### src/rtl/lsu_req_pkg.sv
// Shared definitions for the load/store request stage: bus widths, RV32I
// load/store funct3 codes, FSM state encoding and funct3 legality helpers.
package lsu_req_pkg;

  localparam int RegBus       = 32;
  localparam int RegAddrBus   = 5;
  localparam int CacheDataBus = 32;

  localparam logic [RegBus-1:0]     ZeroWord = '0;
  localparam logic [RegAddrBus-1:0] ZeroReg  = '0;

  localparam logic [2:0] INST_LB  = 3'b000;
  localparam logic [2:0] INST_LH  = 3'b001;
  localparam logic [2:0] INST_LW  = 3'b010;
  localparam logic [2:0] INST_LBU = 3'b100;
  localparam logic [2:0] INST_LHU = 3'b101;
  localparam logic [2:0] INST_SB  = 3'b000;
  localparam logic [2:0] INST_SH  = 3'b001;
  localparam logic [2:0] INST_SW  = 3'b010;

  typedef enum logic [1:0] {
    ST_IDLE    = 2'd0,
    ST_REQ     = 2'd1,
    ST_WAIT_RD = 2'd2
  } lsu_state_e;

  // Loads exist for byte/half/word plus the two unsigned variants.
  function automatic logic load_f3_ok(input logic [2:0] f3);
    case (f3)
      INST_LB, INST_LH, INST_LW, INST_LBU, INST_LHU: load_f3_ok = 1'b1;
      default:                                       load_f3_ok = 1'b0;
    endcase
  endfunction

  // Stores exist only for byte/half/word.
  function automatic logic store_f3_ok(input logic [2:0] f3);
    case (f3)
      INST_SB, INST_SH, INST_SW: store_f3_ok = 1'b1;
      default:                   store_f3_ok = 1'b0;
    endcase
  endfunction

endpackage

### src/rtl/lsu_align.sv
// Lane alignment: turns funct3, the low address bits and the store source
// into cache byte enables, lane-replicated write data and a misaligned flag.
module lsu_align
  import lsu_req_pkg::*;
(
  input  logic [2:0]              funct3,
  input  logic                    is_load,
  input  logic [1:0]              addr_lo,
  input  logic [RegBus-1:0]       rs2,
  output logic [3:0]              byteenable,
  output logic [CacheDataBus-1:0] writedata,
  output logic                    misaligned
);

  // Loads always fetch the whole word; stores enable only the touched lanes.
  always_comb begin
    byteenable = 4'b1111;
    writedata  = rs2;
    misaligned = 1'b0;
    case (funct3)
      3'b000, 3'b100: begin
        if (!is_load) byteenable = 4'b0001 << addr_lo;
        writedata = {4{rs2[7:0]}};
      end
      3'b001, 3'b101: begin
        if (!is_load) byteenable = addr_lo[1] ? 4'b1100 : 4'b0011;
        writedata  = {2{rs2[15:0]}};
        misaligned = addr_lo[0];
      end
      3'b010: begin
        misaligned = |addr_lo;
      end
      default: ;
    endcase
  end

endmodule

### src/rtl/lsu_req.sv
// Load/store request stage. Takes one memory op from execute, registers the
// word address, enables and store data, and drives the cache port until the
// cache accepts (i_p_waitrequest low). Loads then wait for read data.
//
// Handshake: execute's op is taken on a rising edge where ex_valid and
// lsu_ready are both high; the cache command is taken on a rising edge where
// o_p_read or o_p_write is high and i_p_waitrequest is low; all command
// fields hold steady until then.
//
// Optional feature macro: LSU_MISALIGN_CHECK_EN (misaligned H/W ops are
// consumed without issuing and reported on misalign_o / misalign_addr_o).
module lsu_req
  import lsu_req_pkg::*;
(
  input  logic                    clk,
  input  logic                    rst,
  input  logic                    ex_valid,
  input  logic                    ex_is_load,
  input  logic                    ex_is_store,
  input  logic [2:0]              ex_funct3,
  input  logic [RegBus-1:0]       ex_rs1_data,
  input  logic [RegBus-1:0]       ex_imm,
  input  logic [RegBus-1:0]       ex_rs2_data,
  input  logic [RegAddrBus-1:0]   ex_rd,
  output logic                    lsu_ready,
  output logic                    stall_o,
  output logic [RegBus-1:0]       o_p_addr,
  output logic                    o_p_read,
  output logic                    o_p_write,
  output logic [CacheDataBus-1:0] o_p_writedata,
  output logic [3:0]              o_p_byteenable,
  input  logic                    i_p_waitrequest,
  input  logic                    i_p_readdata_valid,
  output logic                    ex_read_mem,
  output logic [RegAddrBus-1:0]   reg_wait_wb,
  output logic [1:0]              mask_wait_wb,
  output logic [2:0]              ifunct3_wait_wb,
  output logic [1:0]              state_dbg
`ifdef LSU_MISALIGN_CHECK_EN
  ,
  output logic                    misalign_o,
  output logic [RegBus-1:0]       misalign_addr_o
`endif
);

  lsu_state_e state, state_next;

  logic [RegBus-1:0]       addr_q;
  logic [2:0]              funct3_q;
  logic [RegAddrBus-1:0]   rd_q;
  logic [CacheDataBus-1:0] wdata_q;
  logic [3:0]              be_q;
  logic                    is_load_q;

  logic [RegBus-1:0]       eff_addr;
  logic [3:0]              align_be;
  logic [CacheDataBus-1:0] align_wdata;
  logic                    misaligned;
  logic                    accept;
  logic                    op_load;
  logic                    op_defined;
  logic                    issue;

  assign eff_addr = ex_rs1_data + ex_imm;
  assign accept   = ex_valid & lsu_ready;
  assign op_load  = ex_is_load;

  // Load wins when both type bits are set; undefined funct3 is simply dropped.
  assign op_defined = ex_is_load  ? load_f3_ok(ex_funct3)
                    : ex_is_store ? store_f3_ok(ex_funct3)
                    : 1'b0;

  lsu_align u_align (
    .funct3     (ex_funct3),
    .is_load    (op_load),
    .addr_lo    (eff_addr[1:0]),
    .rs2        (ex_rs2_data),
    .byteenable (align_be),
    .writedata  (align_wdata),
    .misaligned (misaligned)
  );

`ifdef LSU_MISALIGN_CHECK_EN
  assign issue = accept & op_defined & ~misaligned;

  // One-cycle report of a swallowed misaligned op and its effective address.
  always_ff @(posedge clk or negedge rst) begin
    if (!rst) begin
      misalign_o      <= 1'b0;
      misalign_addr_o <= ZeroWord;
    end else begin
      misalign_o <= accept & op_defined & misaligned;
      if (accept & op_defined & misaligned) misalign_addr_o <= eff_addr;
    end
  end
`else
  // Without the check the low address bits only steer lanes.
  logic unused_misaligned;
  assign unused_misaligned = misaligned;
  assign issue = accept & op_defined;
`endif

  // State register.
  always_ff @(posedge clk or negedge rst) begin
    if (!rst) state <= ST_IDLE;
    else      state <= state_next;
  end

  // Next state and command outputs.
  always_comb begin
    state_next  = state;
    lsu_ready   = 1'b0;
    o_p_read    = 1'b0;
    o_p_write   = 1'b0;
    ex_read_mem = 1'b0;
    case (state)
      ST_IDLE: begin
        lsu_ready = rst;
        if (issue) state_next = ST_REQ;
      end
      ST_REQ: begin
        o_p_read    = is_load_q;
        o_p_write   = ~is_load_q;
        ex_read_mem = is_load_q & ~i_p_waitrequest;
        if (!i_p_waitrequest) state_next = is_load_q ? ST_WAIT_RD : ST_IDLE;
      end
      ST_WAIT_RD: begin
        if (i_p_readdata_valid) state_next = ST_IDLE;
      end
      default: state_next = ST_IDLE;
    endcase
  end

  // Capture the op on issue; fields then hold through the load's return.
  always_ff @(posedge clk or negedge rst) begin
    if (!rst) begin
      addr_q    <= ZeroWord;
      funct3_q  <= 3'b000;
      rd_q      <= ZeroReg;
      wdata_q   <= '0;
      be_q      <= 4'b0000;
      is_load_q <= 1'b0;
    end else if (issue) begin
      addr_q    <= eff_addr;
      funct3_q  <= ex_funct3;
      rd_q      <= ex_rd;
      wdata_q   <= align_wdata;
      be_q      <= align_be;
      is_load_q <= op_load;
    end
  end

  assign stall_o         = ex_valid & (ex_is_load | ex_is_store) & ~lsu_ready;
  assign o_p_addr        = {addr_q[RegBus-1:2], 2'b00};
  assign o_p_writedata   = wdata_q;
  assign o_p_byteenable  = be_q;
  assign reg_wait_wb     = rd_q;
  assign mask_wait_wb    = addr_q[1:0];
  assign ifunct3_wait_wb = funct3_q;
  assign state_dbg       = state;

endmodule
### config.mk
export PLATFORM = sky130hd
export DESIGN_NAME = lsu_req
export DESIGN_NICKNAME = d
export VERILOG_FILES = /design/src/rtl/lsu_req_pkg.sv /design/src/rtl/lsu_align.sv /design/src/rtl/lsu_req.sv
export SDC_FILE = /design/constraint.sdc
export NUM_CORES = 1
export LEC_CHECK = 0
export BUFFER_PORTS_ARGS = -buffer_cell sky130_fd_sc_hd__buf_2
export CORE_ASPECT_RATIO = 0.7
export CORE_MARGIN = 4
export CORE_UTILIZATION = 51
export CTS_BUF_LIST = sky130_fd_sc_hd__clkbuf_16
export DETAILED_ROUTE_END_ITERATION = 10
export GPL_TIMING_DRIVEN = 0
export PLACE_DENSITY = 0.82
export SYNTH_ARGS = -nofsm -noshare
export SYNTH_HDL_FRONTEND = slang
export SYNTH_HIERARCHICAL = 1
export SYNTH_SLANG_ARGS = --single-unit
export TNS_END_PERCENT = 1
### constraint.sdc
create_clock -name clk -period 2.4 [get_ports clk]
set_input_delay 0.36 -clock clk [delete_from_list [all_inputs] [get_ports clk]]
set_output_delay 0.36 -clock clk [all_outputs]
set_load 0.1 [all_outputs]
==> metrics, run 1 <==
via count=5710; row count=31; Net Sw Frac=59.2%; clk sinks=79; Die X=131 microns; initial antenna violation count=0; Max VDD drop=0.000511 V; DRT antenna net count=0; port bufs=193; Initial DRT Pass Iterations=5; Net count, final=1019; Internal=3.17 mW; Final Cell Area=6990 sq um; syn avg cell area=8.17 sq um; YS warnings=6; CTS tree=done; HP Class=input port to asynchronous set/reset pin; WL final=17.1 mm; PwrDens=1110 nW/um^2; Clock Latency Late Sink=0.33 ns; slew at the pin closest to its max-slew limit=1.01 ns; die area=12400 sq um; CTS Buf Count=9; core area=10400 sq um; clock share of power=17.2%; Initial DRC Count=359; part of the cycle the worst path needs=99.5%; Crit. End Element=flop; RD Place Congestion=0.943; sw power=4.60 mW; Layout area overhead=28.5%; vias per inst=5.64; minimum clock period=2.39 ns; post-placement cell area=6620 sq um; drt wl/cell=16.9 microns; CP Launch Type=input port; GRT Residual Overflow=0; Data required, critical path=2.67 ns; post-place setup slack=-0.805 ns; Initial Util=52.3%; CP Data Arrival Time=2.65 ns; RSZ-0062 raised after global routing=true; slack of the critical path=0.0109 ns; vias in the first global route=5413; share of layout cells above drive strength 1=31.7%; largest net degree at the start of global routing=31; Clock Root Buffer=clkbuf_16; P_leak=3.62 nW; Max Cap Viol=0; # IOs=196; final hold slack=0.0264 ns; Clock Pin Slew Worst Setup and Hold Paths=0.06 ns; first-pass GRT wire length=27.4 mm; Max Clock Skew=0.00515 ns; status=finished, final reports clean; H-tree depth=3; combinational share of power=58.1%; clk buf depth=2; Die H=94.4 microns; critical path class=input port to flop; n_diodes=0; # DRC=0; setup violators final=0; f_max=0.419 GHz; Filler cells=926; total track usage=27.5%; Post-DP HPWL=13.2 mm; Final Power=7.76 mW; Syn Std Cell Area=5440 sq um; CP max FO=5; Max Slew Vio Count=0; Post-Syn Instances=666; Seq pwr share=24.7%; Final Hold Fails=0; Slew headroom=32.3%
==> path summary, 6_finish.rpt <==
kind	end	slack [ns]	cells after the start	start
worst max-delay path	addr_q[16]	0.01	9	ex_imm[0]
worst min-delay path	o_p_writedata[4]	0.03	2	rst
worst max register to register	o_p_writedata[23]	0.20	7	state_dbg[0]
min in group clk	reg_wait_wb[4]	0.22	3	ex_rd[4]
worst min register to register	addr_q[8]	0.47	2	addr_q[8]
max in group asynchronous	o_p_writedata[12]	0.96	2	rst
==> cell usage in the layout, fill, tap and decap left out, drive strengths merged, types with 2 or more instances in the layout <==
cell type  count
o311a          2
buf          223
conb           2
xnor2          9
o21ai         51
nor3          12
a31oi          2
a211o          2
a221oi         3
a211oi         9
ha            31
nand3         20
nand3b         2
o31ai          6
nor2          24
nand2        207
nor2b          5
or3            6
a21o           9
and4           2
nand4         14
o21bai         4
dfrtp         79
mux2i          8
o21a          12
or4            4
clkbuf        25
xor2           3
o211ai         7
a2111oi        3
o311ai         5
clkinv         2
mux2          16
a21oi         34
inv           16
a21boi         2
nand2b         2
==> routing by layer <==
| layer | vias to the layer above | part of all wire, % | global-route usage [%] | wire, microns |
|---|---|---|---|---|
| met4 | 0 | 1.9 | 9.35 | 321 |
| li1 | 2754 | - | - | - |
| met1 | 2668 | 46 | 39.0 | 7930 |
| met2 | 264 | 44 | 42.1 | 7450 |
| met5 | - | 0 | 0 | 0 |
| met3 | 24 | 8.3 | 6.12 | 1430 |
==> cell type report <==
type	instances	area, sq um	area share, %
plain buffers	43	236	3.38
clock buffers	9	225	3.22
clock inverters	7	55.1	0.787
inverters	12	45.0	0.644
multi-input cells	533	3230	46.2
flip-flops and latches	79	1980	28.3
well taps	132	165	2.36
repair buffers	198	1050	15.1
==> per-stage QoR <==
| step | utilization, % | TNS, ns | cells |
|---|---|---|---|
| 3_3_place_gp | 63.4 | -125.97 | 992 |
| 2_1_floorplan | - | -0.0520 | 667 |
| 3_5_place_dp | 63.7 | -45.63 | 993 |
| 6_report | 67.3 | 0 | 1013 |
| 5_1_grt | 67.3 | -0.181 | 1013 |
| 4_1_cts | 66.9 | -0.00798 | 1011 |
==> worst max-delay path, stage by stage <==
cell	delay, ns
buf_2	0.11
ha_1	0.22
fa_1	0.44
a211oi_2	0.29
o21bai_2	0.18
o211ai_4	0.31
a2111oi_1	0.15
or4_1	0.50
nand3_1	0.09
==> state kept, by name, indices dropped and copies added, names as in the netlist <==
name	cells
is_load_q	1
state_dbg	2
o_p_byteenable	4
addr_q	32
reg_wait_wb	5
ifunct3_wait_wb	3
o_p_writedata	32
==> repair_timing <==
action,in CTS,in global routing
endpoints found under the hold margin,21,0
endpoints found under the setup margin,72,59
gates resized for setup,4,11
setup buffers,0,2
hold buffers,1,0
gates cloned,1,0
pin swaps,1,2
==> power by group through the flow <==
stage	registers (mW)	logic (mW)	clock network, mW
after floorplan	4.69	0.880	0
after global placement	1.93	4.44	0
after detailed placement	1.94	4.48	0
after CTS	1.92	4.50	1.35
after global routing	1.96	4.71	1.41
final	1.92	4.51	1.33
(Power assumes the default switching activity.)
==> inputs of run 2 (changes only) <==
Settings changed: HOLD_SLACK_MARGIN set to 0.02, SETUP_SLACK_MARGIN set to 0.3.
==> metrics, run 2 (synthesis gave the netlist of run 1 again) <==
Post-DP HPWL=13.4 mm; RSZ-0062 raised after global routing=true; HP Class=input port to asynchronous set/reset pin; Initial DRT Pass Iterations=4; Max VDD drop=0.000635 V; Layout area overhead=30.5%; Clock Pin Slew Worst Setup and Hold Paths=0.06 ns; first-pass GRT wire length=27.9 mm; Cells after DPL=993; DRT antenna net count=0; minimum clock period=2.28 ns; CTS tree=done; status=finished, final reports clean; Data required, critical path=2.67 ns; Final Hold Fails=0; total track usage=28.0%; H-tree depth=3; port bufs=193; Initial DRC Count=385; CP Data Arrival Time=2.55 ns; Net count, final=1021; most frequent cells in the layout=nand2_1 (207), buf_2 (203), dfrtp_1 (77), o21ai_0 (39), a21oi_1 (33); Max Slew Vio Count=0; P_leak=3.67 nW; CTS Buf Count=9; met2 Usage GRT=42.9%; Die X=131 microns; Max Cap Viol=0; slew at the pin closest to its max-slew limit=0.964 ns; most common cell after layout, fill and taps aside=nand2_1; share of layout cells above drive strength 1=32.4%; RD Place Congestion=0.905; die area=12400 sq um; critical path cell sequence=buf_2, ha_1, fa_2, a211oi_4, o21bai_4, o211ai_4, a211oi_1, or4_1, nand3_1; Finished Layout Cells=1015; WL final=17.5 mm; vias per inst=5.67; Max Clock Skew=0.00499 ns; PwrDens=1100 nW/um^2; n_diodes=0; drt wl/cell=17.2 microns; row count=31; CP max FO=5; largest net degree at the start of global routing=35; grt met1 use=41.0%; post-place setup slack=-0.950 ns; setup violators final=0; CP Launch Type=input port; GRT Residual Overflow=0; clk sinks=79; slack of the critical path=0.124 ns; routing usage on met3=6.60%; core area=10400 sq um; Clock Root Buffer=clkbuf_16; f_max=0.439 GHz; via count=5755; critical path class=input port to flop; # IOs=196; Clock Latency Late Sink=0.33 ns; Filler cells=872; vias in the first global route=5365; Initial Util=52.3%; Slew headroom=35.6%; Die H=94.4 microns; slowest stage cell, crit path=or4_1; part of the cycle the worst path needs=94.8%; # DRC=0; clk buf depth=2; initial antenna violation count=0; CP max stage delay=0.51 ns; Crit. End Element=flop; GRT Max-Usage Layer=met2
## run 2: cell count changes in the layout (fill, tap and decap cells not counted), sizes merged
cell / previous run / this run
buf: 223 / 225
clkinv: 2 / 4
inv: 16 / 14
bufinv: 0 / 1
clkinvlp: 1 / 0
## run 2: path summary, 6_finish.rpt
kind                                    from           endpoint  slack, ns  cells after the start
setup / recovery              ex_rs1_data[0]         addr_q[24]       0.12                      9
hold / removal                           rst         addr_q[23]       0.07                      3
setup reg to reg                state_dbg[0]         addr_q[13]       0.22                      8
hold reg to reg            o_p_writedata[11]  o_p_writedata[11]       0.47                      2
max in group asynchronous                rst       state_dbg[0]       0.88                      3
min in group clk                    ex_rd[4]     reg_wait_wb[4]       0.22                      3
## run 2: final cells by class
type,count,area [sq um],share of cell area (%)
plain buffers,43,243,3.42
clock buffers,9,225,3.17
inverters,12,45.0,0.634
clock inverters,7,73.8,1.04
multi-input cells,533,3270,46.0
flip-flops and latches,79,1980,27.9
repair buffers,200,1100,15.5
well taps,132,165,2.33
## run 2: worst max-delay path, delay by kind of cell
kind	cells	cell delay, ns
adders and majority gates	2	0.64
and+or+nand+nor	2	0.61
buffers and inverters	1	0.11
AOI/OAI and AO/OA	4	0.82
## run 2: per-layer routing
| metal | part of all wire [%] | up-vias |
|---|---|---|
| li1 | - | 2766 |
| met1 | 45 | 2693 |
| met2 | 44 | 278 |
| met3 | 9.2 | 18 |
| met4 | 1.1 | 0 |
| met5 | 0 | - |
## run 2: repair_timing
item,CTS,global route
pin swaps,2,1
hold buffers,3,0
gates resized for setup,15,5
endpoints found under the setup margin,80,77
cloned,1,0
buffers inserted,2,0
endpoints found under the hold margin,34,0
## run 2: per-stage QoR
stage | hold slack, ns | area (sq um) | power [mW] | TNS, ns | utilization (%)
6_report | 0.0702 | 7100 | 7.84 | 0 | 68.3
5_1_grt | 0.0826 | 7100 | 8.16 | 0 | 68.3
4_1_cts | 0.0748 | 7070 | 7.84 | 0 | 68.0
3_5_place_dp | 0.359 | 6620 | 6.42 | -54.70 | 63.7
3_3_place_gp | 0.444 | 6590 | 6.38 | -127.75 | 63.4
2_1_floorplan | 0.0644 | 5460 | 5.57 | 0 | -
## run 2: power breakdown
part / internal [mW] / switching [mW]
sequential: 1.71 / 0.226
clock: 0.809 / 0.563
combinational: 0.752 / 3.78
